==> config.mk <==
export PLATFORM = sky130hd
export DESIGN_NAME = pipe_stage_buf
export DESIGN_NICKNAME = d
export VERILOG_FILES = /design/src/rtl/pipe_stage_buf.sv
export SDC_FILE = /design/constraint.sdc
export NUM_CORES = 1
export LEC_CHECK = 0
export ABC_AREA = 1
export BUFFER_PORTS_ARGS = -buffer_cell sky130_fd_sc_hd__clkbuf_2
export CORE_ASPECT_RATIO = 0.8
export CORE_UTILIZATION = 43
export CTS_BUF_LIST = sky130_fd_sc_hd__clkbuf_4 sky130_fd_sc_hd__clkbuf_8 sky130_fd_sc_hd__clkbuf_16
export CTS_CLUSTER_DIAMETER = 50
export DETAILED_ROUTE_END_ITERATION = 16
export PLACE_DENSITY = 0.8
export SETUP_SLACK_MARGIN = 0.05
export SLEW_MARGIN = 0
export SYNTH_ARGS = -nofsm -noshare
export SYNTH_HDL_FRONTEND = slang
export SYNTH_SLANG_ARGS = --single-unit
==> constraint.sdc <==
create_clock -name clk -period 1.9 [get_ports clk]
set_input_delay 0.475 -clock clk [delete_from_list [all_inputs] [get_ports clk]]
set_output_delay 0.475 -clock clk [all_outputs]
set_load 0.02 [all_outputs]
==> src/rtl/pipe_stage_buf.sv <==
// Pipeline stage buffer carrying NUM_CH channels, with flush, stall and a saturating drop counter.
// Optional PIPE_STAGE_SKID_EN selects a two-entry (head + skid) stage with a fully registered in_ready.
module pipe_stage_buf #(
    parameter int unsigned DATA_W = 32,
    parameter int unsigned NUM_CH = 4,
    parameter int unsigned CNT_W  = 16
) (
    input  logic                     clk,
    input  logic                     rst,
    input  logic                     in_valid,
    output logic                     in_ready,
    input  logic [NUM_CH*DATA_W-1:0] in_data,
    input  logic                     flush,
    input  logic                     stall,
    output logic                     out_valid,
    input  logic                     out_ready,
    output logic [NUM_CH*DATA_W-1:0] out_data,
    output logic [1:0]               occupancy,
    output logic [CNT_W-1:0]         drop_cnt
);
    localparam int unsigned W     = NUM_CH * DATA_W;
    localparam int unsigned SUM_W = CNT_W + 1;

    logic [W-1:0]     head_q, head_d;
    logic [1:0]       occ_q, occ_d;
    logic [CNT_W-1:0] drop_q, drop_d;
    logic [SUM_W-1:0] drop_sum;
    logic [1:0]       dropped;
    logic             acc, xfer;
`ifdef PIPE_STAGE_SKID_EN
    logic [W-1:0]     skid_q, skid_d;
`endif

    assign out_valid = (occ_q != 2'd0);
    assign out_data  = head_q;
    assign occupancy = occ_q;
    assign drop_cnt  = drop_q;

`ifdef PIPE_STAGE_SKID_EN
    assign in_ready = !rst && !stall && (occ_q != 2'd2);
`else
    // Single entry: refill in the same cycle the head leaves.
    assign in_ready = !rst && !stall && ((occ_q == 2'd0) || out_ready);
`endif

    // Next-state: flush drops whatever survives this cycle's transfer.
    always_comb begin
        head_d   = head_q;
        occ_d    = occ_q;
        drop_d   = drop_q;
`ifdef PIPE_STAGE_SKID_EN
        skid_d   = skid_q;
`endif
        acc      = in_valid && in_ready && !flush;
        xfer     = out_valid && out_ready;
        dropped  = occ_q - {1'b0, xfer};
        drop_sum = {1'b0, drop_q} + SUM_W'(dropped);

        if (flush) begin
            occ_d  = 2'd0;
            head_d = '0;
`ifdef PIPE_STAGE_SKID_EN
            skid_d = '0;
`endif
            drop_d = drop_sum[CNT_W] ? '1 : drop_sum[CNT_W-1:0];
        end else begin
`ifdef PIPE_STAGE_SKID_EN
            // Skid register is kept zero whenever it holds nothing.
            case ({acc, xfer})
                2'b11: head_d = in_data;
                2'b01: begin
                    head_d = skid_q;
                    skid_d = '0;
                    occ_d  = occ_q - 2'd1;
                end
                2'b10: begin
                    if (occ_q == 2'd0) head_d = in_data;
                    else               skid_d = in_data;
                    occ_d = occ_q + 2'd1;
                end
                default: ;
            endcase
`else
            case ({acc, xfer})
                2'b11: head_d = in_data;
                2'b01: begin
                    head_d = '0;
                    occ_d  = 2'd0;
                end
                2'b10: begin
                    head_d = in_data;
                    occ_d  = 2'd1;
                end
                default: ;
            endcase
`endif
        end
    end

    always_ff @(posedge clk) begin
        if (rst) begin
            head_q <= '0;
            occ_q  <= 2'd0;
            drop_q <= '0;
`ifdef PIPE_STAGE_SKID_EN
            skid_q <= '0;
`endif
        end else begin
            head_q <= head_d;
            occ_q  <= occ_d;
            drop_q <= drop_d;
`ifdef PIPE_STAGE_SKID_EN
            skid_q <= skid_d;
`endif
        end
    end
endmodule

# Word-level counts from Yosys, hierarchy flattened
# Cells that the tools add are included.
# word_totals
ff_bits,146
latch_bits,0
ramBits,0
romBits,0
in_bits,134
output_inout_bits,148
word_cells,26
n_memories,0
# op_classes
n_addsub,2
multipliers,0
div_mod_pow,0
order_cmp,0
n_eq_ne,3
shift,0
n_mux,3
n_bitwise,0
reduce_logical,15
# ops
cell,count
$pmux W128 S2,1
$add A16 B2 Y17,1
$mux W16,1
$reduce_bool A2 Y1,3
$logic_and A1 B1 Y1,5
$eq A2 B2 Y1 const B,2
$pmux W2 S2,1
$reduce_or A2 Y1,2
$logic_not A1 Y1,3
$eq A2 B1 Y1 const B,1
$logic_not A2 Y1,1
$sub A2 B1 Y2,1
$logic_or A1 B1 Y1,1

# Depth between registers and ports, before layout
# depth
depth_word,8
ltp_mapped,13

# Worst setup path before layout
# OpenSTA, ideal clock, no wires.
# synth_path
kind,input to register
from,input rst
to,register head_q[84] (netlist: out_data[84])
setup_time_ps,128
arrival_time_ps,2088
slack_ps,-316
stages,7
path_buffers,2
cell_sequence,nor3_1 nand3_1 ha_1 inv_2 clkbuf_1 clkbuf_1 a21oi_1
# synth_between
elab_chain_cells,8
word_cells_on_any_way,12
classes_between,eq/ne: 3; mux: 1; reduce/logical: 8
# synth_lines
element,line_no,rtl
from (decl),9,"input logic rst,"
$logic_not A1 Y1,43,assign in_ready = !rst && !stall && ((occ_q == 2'd0) || out_ready);
$logic_and A1 B1 Y1 (2 in series),43,
$logic_and A1 B1 Y1 (2 in series),54,acc = in_valid && in_ready && !flush;
$eq A2 B2 Y1,84,"case ({acc, xfer})"
$reduce_or A2 Y1 (no source line),n/a,
$pmux W128 S2 / $reduce_bool A2 Y1 (equally long branches),n/a,
to (signal assigned),102,head_q <= '0;
to (signal assigned),109,head_q <= head_d;
to (decl),24,"logic [W-1:0] head_q, head_d;"
# Parallel ways exist; a longest one is shown, timed or not.
# A chain may end at the register's enable or synchronous reset.

# Worst setup path in the final report
# layout_path
from,register occ_q[0] (netlist: occupancy[0])
to,register drop_q[9] (netlist: drop_cnt[9])
# layout_between
elab_chain_cells,5
# layout_lines
element,line_no,rtl
from (decl),25,"logic [1:0] occ_q, occ_d;"
from (signal assigned),103,occ_q <= 2'd0;
from (signal assigned),110,occ_q <= occ_d;
$reduce_bool A2 Y1,34,assign out_valid = (occ_q != 2'd0);
$logic_and A1 B1 Y1,55,xfer = out_valid && out_ready;
$sub A2 B1 Y2 (*),56,"dropped = occ_q - {1'b0, xfer};"
$add A16 B2 Y17 (*),57,"drop_sum = {1'b0, drop_q} + SUM_W'(dropped);"
$mux W16 (*),65,drop_d = drop_sum[CNT_W] ? '1 : drop_sum[CNT_W-1:0];
to (signal assigned),111,drop_q <= drop_d;
to (decl),26,"logic [CNT_W-1:0] drop_q, drop_d;"
# Mark *: on every way between the ends. The rest lies on a longest branch, timed or not.

==> flow_metrics.env <==
export IMPL_dieArea_sq_um=16000
export IMPL_fmax_mhz=541
export IMPL_cts_num_sinks=145
export IMPL_finalPower_mw=7.20
export IMPL_cts_inserted_buffers=17
export IMPL_synth_edff_count=0
export IMPL_synth_seq_area_share=0.436
export IMPL_irDropWorstVdd_mv=0.563
export IMPL_coreArea_sq_um=15100
export IMPL_required_ps=2260
export IMPL_crit_buf_inv=4
export IMPL_fin_cells=1239
export IMPL_drt_iter0_drc=307
export IMPL_drt_wl_total_um=16900
export IMPL_postCtsHoldBufs=0
export IMPL_rsz0062_at_grt="yes"
export IMPL_grt_max_degree=41
export IMPL_place_congestion=0.923
export IMPL_grt_use_met2=0.341
export IMPL_cp_cell_sequence="inv_4 -> nor2_4 -> ha_4 -> inv_2 -> fa_2 -> inv_2 -> nand3_4 -> nor2_8 -> nand4_4 -> nand3_2 -> nand2_1 -> inv_1"
export IMPL_grt_busiest_layer="met2"
export IMPL_grt_pass1_vias=5483
export IMPL_finalNetCount=1155
export IMPL_cts_tree="yes"
export IMPL_worstRegToRegCells=12
export IMPL_die_y_um=113
export IMPL_crit_fanout=8
export IMPL_cts_htree_levels=4
export IMPL_yosys_warnings=0
export IMPL_holdCritPathClass="input port to register"
export IMPL_syn_avg_cell_area_sq_um=9.01
export IMPL_synth_top_area_share=0.436
export IMPL_critPathTopFamily="simple AND/OR/NAND/NOR gates"
export IMPL_holdPathStages=3
export IMPL_avgViaCountPerCell=4.81
export IMPL_p_leak_nw=3.74
export IMPL_die_x_um=141
export IMPL_rows=40
export IMPL_cts_clk_slew_worst_paths_ps=60
export IMPL_ys_flop_type="dfxtp_1"
export IMPL_grt_use_total=0.211
export IMPL_io_pins=282
export IMPL_dp_final_hpwl_um=12200
export IMPL_synth_most_common_cell="nand2_1"
export IMPL_wl_per_cell_um=13.6
export IMPL_cp_end_kind="register"
export IMPL_crit_slowest_cell="dfxtp_4"
export IMPL_clock_latency_ps=410
export IMPL_drive_gt1_frac=0.566
export IMPL_setup_viol=0
export IMPL_min_period_ps=1850
export IMPL_grt_pass1_wl_um=26800
export IMPL_synthTopCellsByArea="dfxtp_1 44%, a21oi_2 13%, o21ai_2 13%"
export IMPL_synth_async_reset_ratio=0
export IMPL_synth_commonest_cells="168 x nand2_1, 145 x dfxtp_1, 100 x a21oi_2, 100 x o21ai_2, 41 x a21oi_1"
export IMPL_outcome="complete, no violations"
export IMPL_synth_area_leader_cell="dfxtp_1"
export IMPL_slew_violations=0
export IMPL_grt_util_met1=0.258
export IMPL_gr_total_overflow=0
export IMPL_area_delta_synth_final_pct=36.0
export IMPL_dpl_cell_count=1203
export IMPL_hold_viol_final=0
export IMPL_synth_seq_cells=145
export IMPL_clock_root_buffer="clkbuf_16"
export IMPL_finalCritPeriodShare=0.973
export IMPL_slowest_delay_ps=370
export IMPL_syn_inst=740
export IMPL_power_density_nw_per_um2=794
export IMPL_hold_slack_ps=284
export IMPL_met3_usage=0.0677
export IMPL_cp_depth=12
export IMPL_grt_antenna_before_repair=1
export IMPL_drc=0
export IMPL_numPortBuffers=280
export IMPL_path_class="register to register"
export IMPL_critPathArrivalTime_ps=2210
export IMPL_first_pass_iters=4
export IMPL_cp_start_kind="register"
export IMPL_ys_types=35
export IMPL_via_count=5959
export IMPL_netlist_area_sq_um=6660
export IMPL_start_util=0.442
export IMPL_timing_critical_path_mode_cell="inv_2"
export IMPL_clock_tree_buffer_depth=2
export IMPL_finClkSkew_ps=8.13
export IMPL_drtAntennaViolNets=0
export IMPL_max_cap_violations=0
[cell usage in the layout, fill, tap and decap left out, types with 3 or more instances in the layout]
cell type	n
a21oi_1	40
inv_2	3
o21ai_2	100
buf_4	22
conb_1	3
bufinv_16	3
nand3_1	12
inv_1	24
nand2_2	4
clkbuf_2	280
nor2_1	8
nand4_1	4
ha_1	3
a21oi_2	101
o21ai_0	21
o21ai_1	13
nand2_1	168
clkbuf_16	17
nor2_4	4
nand3_4	3
inv_6	6
nor2_2	4
buf_12	13
dfxtp_1	144
[cells by family after synthesis]
family,count (synthesis),synth area share
fa+ha+maj,6,0.0124
simple gates,215,0.143
xor+xnor,4,0.00526
compound gates,278,0.322
other cells,2,0.00113
buf+inv,90,0.0804
flops,145,0.436
[tightest hold or removal path: cells and delay by family]
kind | cells | cell delay, ps
buffers and inverters | 1 | 80
and+or+nand+nor | 1 | 50
AOI/OAI and AO/OA | 1 | 50
[power breakdown]
group | internal, mW | switching, mW
clock | 2.10 | 1.34
sequential | 3.09 | 0.0346
combinational | 0.262 | 0.373
total | 5.45 | 1.75
[layout make-up]
class / count / area [sq um]
fill: 1290 / 6000
clock inverter: 14 / 176
tap: 210 / 263
multi-input combinational: 506 / 3310
timing repair buffer: 316 / 1850
sequential: 145 / 2910
inverter: 29 / 124
antenna: 1 / 2.50
clock buffer: 18 / 433
[worst paths after layout]
kind | from | end | slack (ps)
setup / recovery | occupancy[0] | drop_cnt[9] | 50
hold / removal | in_data[105] | out_data[105] | 280
setup reg to reg | occupancy[0] | drop_cnt[9] | 50
hold reg to reg | out_data[90] | out_data[90] | 510
[state kept, by name (all words and copies together), names as in the netlist]
name,flops
out_data,128
drop_cnt,16
occupancy,1
[timing repair]
action	CTS	global route
resized for setup	2	10
endpoints found under the setup margin	5	91
buffers inserted	0	3
pin swaps	2	1
[per-stage QoR]
stage	worst slack, ps	setup TNS (ps)	utilization	cell area (sq um)
3_3_place_gp	-113	-3840	0.556	8380
2_1_floorplan	26.9	0	-	6710
4_1_cts	58.6	0	0.597	9000
5_1_grt	-35.3	-93.8	0.602	9070
6_report	52.0	0	0.602	9070
3_5_place_dp	-163	-7630	0.556	8380
[routing by layer]
| layer | wire length, um | vias up |
|---|---|---|
| met5 | 0 | - |
| met4 | 391 | 0 |
| met3 | 1220 | 32 |
| met2 | 7920 | 197 |
| met1 | 7340 | 2699 |
| li1 | - | 3031 |
(Power assumes the default switching activity.)
